$ cat config.mk
export PLATFORM = sky130hd
export DESIGN_NAME = ifetch_ctrl
export DESIGN_NICKNAME = d
export VERILOG_FILES = /design/src/rtl/mips_pkg.sv /design/src/rtl/ifetch_buf.sv /design/src/rtl/ifetch_ctrl.sv
export SDC_FILE = /design/constraint.sdc
export NUM_CORES = 1
export LEC_CHECK = 0
export ABC_CLOCK_PERIOD_IN_PS = 5700
export CAP_MARGIN = 20
export CORE_AREA = 4 4 149 165
export CTS_CLUSTER_SIZE = 25
export DETAILED_ROUTE_END_ITERATION = 8
export DIE_AREA = 0 0 153 169
export HOLD_SLACK_MARGIN = 0.06
export PLACE_DENSITY = 0.68
export SKIP_CTS_REPAIR_TIMING = 1
export SKIP_LAST_GASP = 1
export SYNTH_ARGS = -nofsm -noshare
export SYNTH_HDL_FRONTEND = slang
export SYNTH_HIERARCHICAL = 1
export SYNTH_SLANG_ARGS = --single-unit
$ cat constraint.sdc
create_clock -name clk -period 5.7 [get_ports clk]
set_input_delay 0.855 -clock clk [delete_from_list [all_inputs] [get_ports clk]]
set_output_delay 0.855 -clock clk [all_outputs]
set_load 0.01 [all_outputs]
$ cat src/rtl/mips_pkg.sv
// Shared fetch-side definitions: reset PC default, fetch FSM states, NOP word and PC stride.
package mips_pkg;

   localparam logic [31:0] DEF_RESET_PC = 32'h0000_0000;
   localparam logic [31:0] INST_NOP     = 32'h0000_0000;
   localparam logic [31:0] PC_STEP      = 32'd4;

   typedef enum logic [1:0] {
      RUN  = 2'd0,
      WAIT = 2'd1,
      DROP = 2'd2
   } fetch_state_t;

endpackage

$ cat src/rtl/ifetch_buf.sv
// Two-entry {inst, pc} FIFO between fetch and decode; flush wins over push and pop.
module ifetch_buf
   import mips_pkg::*;
(
   input  logic        clk,
   input  logic        clr,
   input  logic        i_push,
   input  logic [31:0] i_push_inst,
   input  logic [31:0] i_push_pc,
   input  logic        i_pop,
   input  logic        i_flush,
   output logic        o_valid,
   output logic [31:0] o_inst,
   output logic [31:0] o_pc,
   output logic [1:0]  o_count
);

   logic [31:0] r_inst [2];
   logic [31:0] r_pc   [2];
   logic [1:0]  r_count;

   logic        w_pop;
   logic        w_push;
   logic [1:0]  w_wr_idx;

   // Entry 0 is always the head; a pop shifts entry 1 down.
   assign w_pop    = i_pop && (r_count != 2'd0);
   assign w_push   = i_push && ((r_count != 2'd2) || w_pop);
   assign w_wr_idx = r_count - {1'b0, w_pop};

   always_ff @(posedge clk or posedge clr) begin
      if (clr) begin
         r_count <= 2'd0;
         for (int i = 0; i < 2; i++) begin
            r_inst[i] <= INST_NOP;
            r_pc[i]   <= 32'h0;
         end
      end else if (i_flush) begin
         r_count <= 2'd0;
      end else begin
         if (w_pop) begin
            r_inst[0] <= r_inst[1];
            r_pc[0]   <= r_pc[1];
         end
         if (w_push) begin
            r_inst[w_wr_idx[0]] <= i_push_inst;
            r_pc[w_wr_idx[0]]   <= i_push_pc;
         end
         r_count <= r_count + {1'b0, w_push} - {1'b0, w_pop};
      end
   end

   assign o_valid = (r_count != 2'd0);
   assign o_inst  = o_valid ? r_inst[0] : INST_NOP;
   assign o_pc    = o_valid ? r_pc[0] : 32'h0;
   assign o_count = r_count;

endmodule

$ cat src/rtl/ifetch_ctrl.sv
// Fetch controller: next-PC mux, single-outstanding imem handshake FSM and decode buffer.
module ifetch_ctrl
   import mips_pkg::*;
#(
   parameter logic [31:0] RESET_PC  = DEF_RESET_PC,
   parameter int          BUF_DEPTH = 2
) (
   input  logic         clk,
   input  logic         clr,
   input  logic [31:0]  pc,
   output logic [31:0]  npc,
   input  logic         redirect,
   input  logic [31:0]  redirect_pc,
   output logic         imem_req,
   output logic [31:0]  imem_addr,
   input  logic         imem_gnt,
   input  logic         imem_rvalid,
   input  logic [31:0]  imem_rdata,
   output logic         id_valid,
   input  logic         id_ready,
   output logic [31:0]  id_inst,
   output logic [31:0]  id_pc,
   output fetch_state_t dbg_state
);

   // Handshake: a request is accepted on a cycle where imem_req && imem_gnt;
   // its single response arrives later as an imem_rvalid pulse with imem_rdata.
   // Decode takes the head entry on any cycle where id_valid && id_ready.

   fetch_state_t r_state;
   fetch_state_t w_state_nxt;
   logic [31:0]  r_req_pc;
   logic         w_req;
   logic         w_grant;
   logic         w_push;
   logic [1:0]   w_count;

   assign w_req     = (r_state == RUN) && !redirect && (w_count < 2'(BUF_DEPTH)) && !clr;
   assign w_grant   = w_req && imem_gnt;
   assign imem_req  = w_req;
   assign imem_addr = pc;
   assign dbg_state = r_state;

   always_comb begin
      npc = pc;
      if (clr)
         npc = RESET_PC;
      else if (redirect)
         npc = redirect_pc;
      else if (w_grant)
         npc = pc + PC_STEP;
   end

   always_comb begin
      w_state_nxt = r_state;
      w_push      = 1'b0;
      case (r_state)
         RUN: begin
            if (w_grant)
               w_state_nxt = WAIT;
         end
         WAIT: begin
            if (imem_rvalid) begin
               w_state_nxt = RUN;
               w_push      = !redirect;
            end else if (redirect) begin
               w_state_nxt = DROP;
            end
         end
         DROP: begin
            if (imem_rvalid)
               w_state_nxt = RUN;
         end
         default: w_state_nxt = RUN;
      endcase
   end

   always_ff @(posedge clk or posedge clr) begin
      if (clr) begin
         r_state  <= RUN;
         r_req_pc <= 32'h0;
      end else begin
         r_state <= w_state_nxt;
         if (w_grant)
            r_req_pc <= pc;
      end
   end

   ifetch_buf u_buf (
      .clk         (clk),
      .clr         (clr),
      .i_push      (w_push),
      .i_push_inst (imem_rdata),
      .i_push_pc   (r_req_pc),
      .i_pop       (id_ready),
      .i_flush     (redirect),
      .o_valid     (id_valid),
      .o_inst      (id_inst),
      .o_pc        (id_pc),
      .o_count     (w_count)
   );

endmodule

== Word-level counts from Yosys, hierarchy flattened ==
Index checks and enable logic that the tools add are counted.
W data, S select, Z words.
Cells by class
  reduce and logical (&&, ||, !) cells: 14
  $add $sub $neg: 4
  shifts and indexed selects: 0
  $mul: 0
  equal/unequal tests: 6
  order comparisons: 3
  multiplexer cells: 23
  divide/modulo/power cells: 0
  bitwise operators: 2
Operator list (number)
  $mux W32: 10
  $bwmux W64: 2
  $mux W64: 2
  $add A32 B3 Y32 const B: 1
  $demux W32 S1: 1
  $mux W2: 5
  $logic_and A1 B1 Y1: 7
  $ne A2 B2 Y1 const B: 3
  $pmux W2 S3: 1
  $ne A3 B3 Y1 const B: 1
  $reduce_and A3 Y1: 1
  $add A2 B1 Y2: 1
  $eq A2 B1 Y1 const B: 1
  $eq A2 B2 Y1 const B: 1
  $ge A2 B2 Y1 const B: 1
  $logic_not A1 Y1: 2
  $logic_not A2 Y1: 1
  $lt A2 B1 Y1 const B: 1
  $lt A2 B2 Y1 const B: 1
  $mux W1: 2
  $not A1 Y2: 1
  $reduce_and A2 Y1: 1
  $reduce_bool A2 Y1: 1
  $sub A2 B1 Y2: 1
  other kinds (3): 3
Storage, ports and cells
  memories: 0
  logic and storage cells: 59
  register bits: 164
  ROM bits: 0
  input bits: 102
  bits in latches: 0
  output and inout bits: 132
  RAM bits: 0

== Depth between registers and ports, before layout ==
  depth after elaboration: 10
  mapped depth: 10
  gate-level depth less buffers: 7

== Cells and area by module ==
Netlist, hierarchy kept.
Modules (own cells, without submodules)
  ifetch_buf: sequential area each 3253.1 sq um, area each 6660.1 sq um, times used 1, cells each 625
  ifetch_ctrl: sequential area each 850.8 sq um, area each 2845.2 sq um, times used 1, cells each 320

== Least setup slack after synthesis ==
OpenSTA, ideal clock, no wires.
  path kind: input -> output
  start: input port clr
  end: output port npc[28]
  arrival time: 2.645 ns
  required time: 4.845 ns
  slack: 2.200 ns
  path buffers: 1
  cell stages on the path: 5
  cells stage by stage: buf_4 > clkinv_1 > and3_1 > a32oi_1 > nand3_1
Between the ends
  cells in the longest elaborated chain, start to end: 6
Ends and longest elaborated chain
  start: declaration: RTL line ifetch_ctrl.sv:9  | input logic clr,
  $logic_not A1 Y1 (no source line)
  $logic_and A1 B1 Y1: RTL line ifetch_ctrl.sv:38  | assign w_req = (r_state == RUN) && !redirect && (w_count < 2'(BUF_DEPTH)) && !clr;
  $logic_and A1 B1 Y1: RTL line ifetch_ctrl.sv:39  | assign w_grant = w_req && imem_gnt;
  $mux W32: RTL line ifetch_ctrl.sv:50  | else if (w_grant)
  $mux W32: RTL line ifetch_ctrl.sv:48  | else if (redirect)
  $mux W32 *: RTL line ifetch_ctrl.sv:46  | if (clr)
  end: declaration: RTL line ifetch_ctrl.sv:11  | output logic [31:0] npc,
Every way passes the cells marked *; elsewhere a longest branch is shown, timed or not.

== Worst setup path after layout ==
  start: input port redirect
  end: output port npc[21]
Between the ends
  cells in the longest elaborated chain, start to end: 8
Ends and longest elaborated chain
  start: declaration: RTL line ifetch_ctrl.sv:12  | input logic redirect,
  $logic_not A1 Y1: RTL line ifetch_ctrl.sv:38
  $logic_and A1 B1 Y1 (3 in a row): RTL line ifetch_ctrl.sv:38
  $logic_and A1 B1 Y1: RTL line ifetch_ctrl.sv:39
  $mux W32: RTL line ifetch_ctrl.sv:50
  $mux W32 *: RTL line ifetch_ctrl.sv:48
  $mux W32 *: RTL line ifetch_ctrl.sv:46
Marked as above.

==> flow_metrics.tcl <==
set metrics [dict create \
    outcome "completed" \
    power.density_mw_per_mm2 349.7 \
    nets 1217 \
    dr.pass1.iters 4 \
    die_height_um 169 \
    vias 7992 \
    place_ws_ns 0.9729 \
    portBuffers 233 \
    cts_sinks 164 \
    drtIter0Drc 482 \
    yosys_warnings 6 \
    relSlewSlack 0.4085 \
    clk_pin_slew_worst_paths_ns 0.07 \
    antenna_found_initial 0 \
    grt_pass1_vias 8164 \
    coreArea_mm2 0.02279 \
    drv_slew 0 \
    required_ns 4.85 \
    rows 58 \
    setup_slack_ns 0.9802 \
    synthCells 945 \
    gp_congestion 0.8358 \
    final_area_mm2 0.01242 \
    cts_tree "done" \
    setup-tns-final_ns 0 \
    routed_wl_mm 27.88 \
    syn_area_per_cell_um2 10.06 \
    synthToLayoutAreaGrowth_pct 30.62 \
    grt_usage 0.2119 \
    syn_nets 1050 \
    critical_path.startpoint_type "primary input" \
    cp_max_fo 25 \
    fin_crit_ns 4.720 \
    ys_top_cells_by_count "dfrtp_1, nor2_1, nand2_1" \
    synth_seq_area_share 0.4317 \
    cts_max_path_buffers 2 \
    setup_viol 0 \
    grt.overflow.total 0 \
    tightestPinTransition_ns 0.8873 \
    die-area_mm2 0.02586 \
    drc 0 \
    synth_area_leaders "dfrtp_1, mux2_2, mux2_1, nor2_1, mux2i_1" \
    rsz0062_at_grt "false" \
    yosysUniqueCellTypes 61 \
    drive_above_1_share 0.1227 \
    die_x_um 153 \
    cap_violations 0 \
    drtAntennaViolNets 0 \
    synth_edf_count 0 \
    via_per_inst 5.608 \
    synth_most_common_cell "dfrtp_1" \
    cp-end-kind "output pin" \
    diodes 0 \
    critPathArrivalTime_ns 3.86 \
    hold_class "reg2reg" \
    finClkSkew_ns 0.01287 \
    cts_max_level 4 \
    async_flop_share 1.000 \
    cts_made_buffers 17 \
    clk-insertion-delay-late_ns 0.44 \
    wl_per_cell_um 19.56 \
    grt_max_degree 97 \
    hold_violations 0 \
    grt_pass1_wl_mm 44.14 \
    fmax_mhz 211.9 \
    ir_worst_vdd_uv 210.6 \
    initial_core_util 0.4171 \
    dpl.hpwl_mm 18.59 \
    p_leak_uw 0.005063 \
    pin_count 234 \
    cts-root-buf "clkbuf_16" \
    synth_top_area_share 0.4317 \
    synth_area_leader_cell "dfrtp_1" \
    period_share 0.8280 \
    synthesis.area_mm2 0.009505 \
    synth-main-ff-cell "dfrtp_1" \
    dpl_cell_area_mm2 0.01183 \
    yosys_register_bits 164 \
    path_class "in2out" \
]
## layout by cell type (no fill, tap or decap), drive strengths merged, types with 4 or more instances in the layout
cell           Yosys  layout
xor2               7       7
nor4b              4       4
nand4             11      11
a311oi            10      10
or3                4       4
a221o             32      32
mux2i             34      34
and4               4       4
nor2              98      98
or4               13      13
dfrtp            164     164
nand2             83      83
buf               73      21
and2               4       4
o21ai              9       9
clkdlybuf4s50      0     233
o31ai              8       8
nand3             12      12
nand2b             5       5
clkbuf            33      17
nor2b              5       5
a211oi            42      42
mux2             130     130
nor4               5       5
inv               75      85
nor3               4       4
o211ai             4       4
o221ai            33      33
and3               8       8
## layout make-up
| class | count | area, um^2 |
|---|---|---|
| Timing Repair Buffer | 254 | 2502 |
| Inverter | 76 | 290.3 |
| Clock buffer | 17 | 425.4 |
| Clock inverter | 15 | 161.4 |
| Sequential cell | 164 | 4104 |
| Tap cell | 300 | 375.4 |
| Fill cell | 2057 | 10370 |
| Multi-Input combinational cell | 599 | 4557 |
## layer usage
metal | part of all wire | track usage | wire, um | up-vias
met2 | 0.49 | 0.3621 | 13770 | 273
met3 | 0.056 | 0.04449 | 1549 | 41
met1 | 0.43 | 0.2663 | 11950 | 3970
li1 | - | - | - | 3708
met5 | 0 | 0 | 0 | -
met4 | 0.022 | 0.07749 | 600 | 0
## final timing paths
kind / cells after the start / end / start / slack (ns)
max: 7 / npc[21] / redirect / 0.98
min reg2reg: 1 / flip-flop / flip-flop / 0.49
max in group asynchronous: 4 / u_buf/r_pc[59]$_DFFE_PP0N_ / clr / 3.31
min: 1 / flip-flop / flip-flop / 0.49
max reg2reg: 6 / u_buf/r_pc[45]$_DFFE_PP0N_ / u_buf/o_count[1]$_DFF_PP0_ / 2.90
min in group asynchronous: 3 / r_req_pc[31]$_DFFE_PP0P_ / clr / 1.19
## through the flow
step | power [uW] | std cells | hold WS [ns] | utilization
after floorplan | 2618 | 945 | 0.4586 | -
after global placement | 3187 | 1393 | 0.4669 | 0.5191
after detailed placement | 3227 | 1393 | 0.4765 | 0.5191
after CTS | 4386 | 1425 | 0.4930 | 0.5449
after global routing | 4594 | 1425 | 0.5008 | 0.5449
final | 4341 | 1425 | 0.4873 | 0.5449
## power by group
group | switching [uW] | internal (uW) | total [uW] | leakage [uW]
combinational | 770 | 680 | 1450 | 0.00262
clock | 526 | 622 | 1150 | 0.000284
sequential | 221 | 1520 | 1740 | 0.00216
total | 1520 | 2820 | 4340 | 0.00506
## critical path, stage by stage
cell and delay [ns]:
clkdlybuf4s50_1 0.44, buf_4 0.20, nor2_1 0.37, nand2_2 0.52
o31a_1 0.44, a2111oi_1 0.40, clkdlybuf4s50_1 0.62
## cells by family (layout without fill, tap and decap cells)
kind of cell | count (synthesis) | after routing | synth area share
adders and majority gates | 3 | 3 | 0.003949
xor gates and xnor gates | 8 | 8 | 0.007372
AOI/OAI and AO/OA | 159 | 159 | 0.1405
and+or+nand+nor | 265 | 265 | 0.1345
DFF | 164 | 164 | 0.4317
muxes | 164 | 164 | 0.1898
buffers and inverters | 182 | 362 | 0.09214
(Power assumes the default switching activity.)
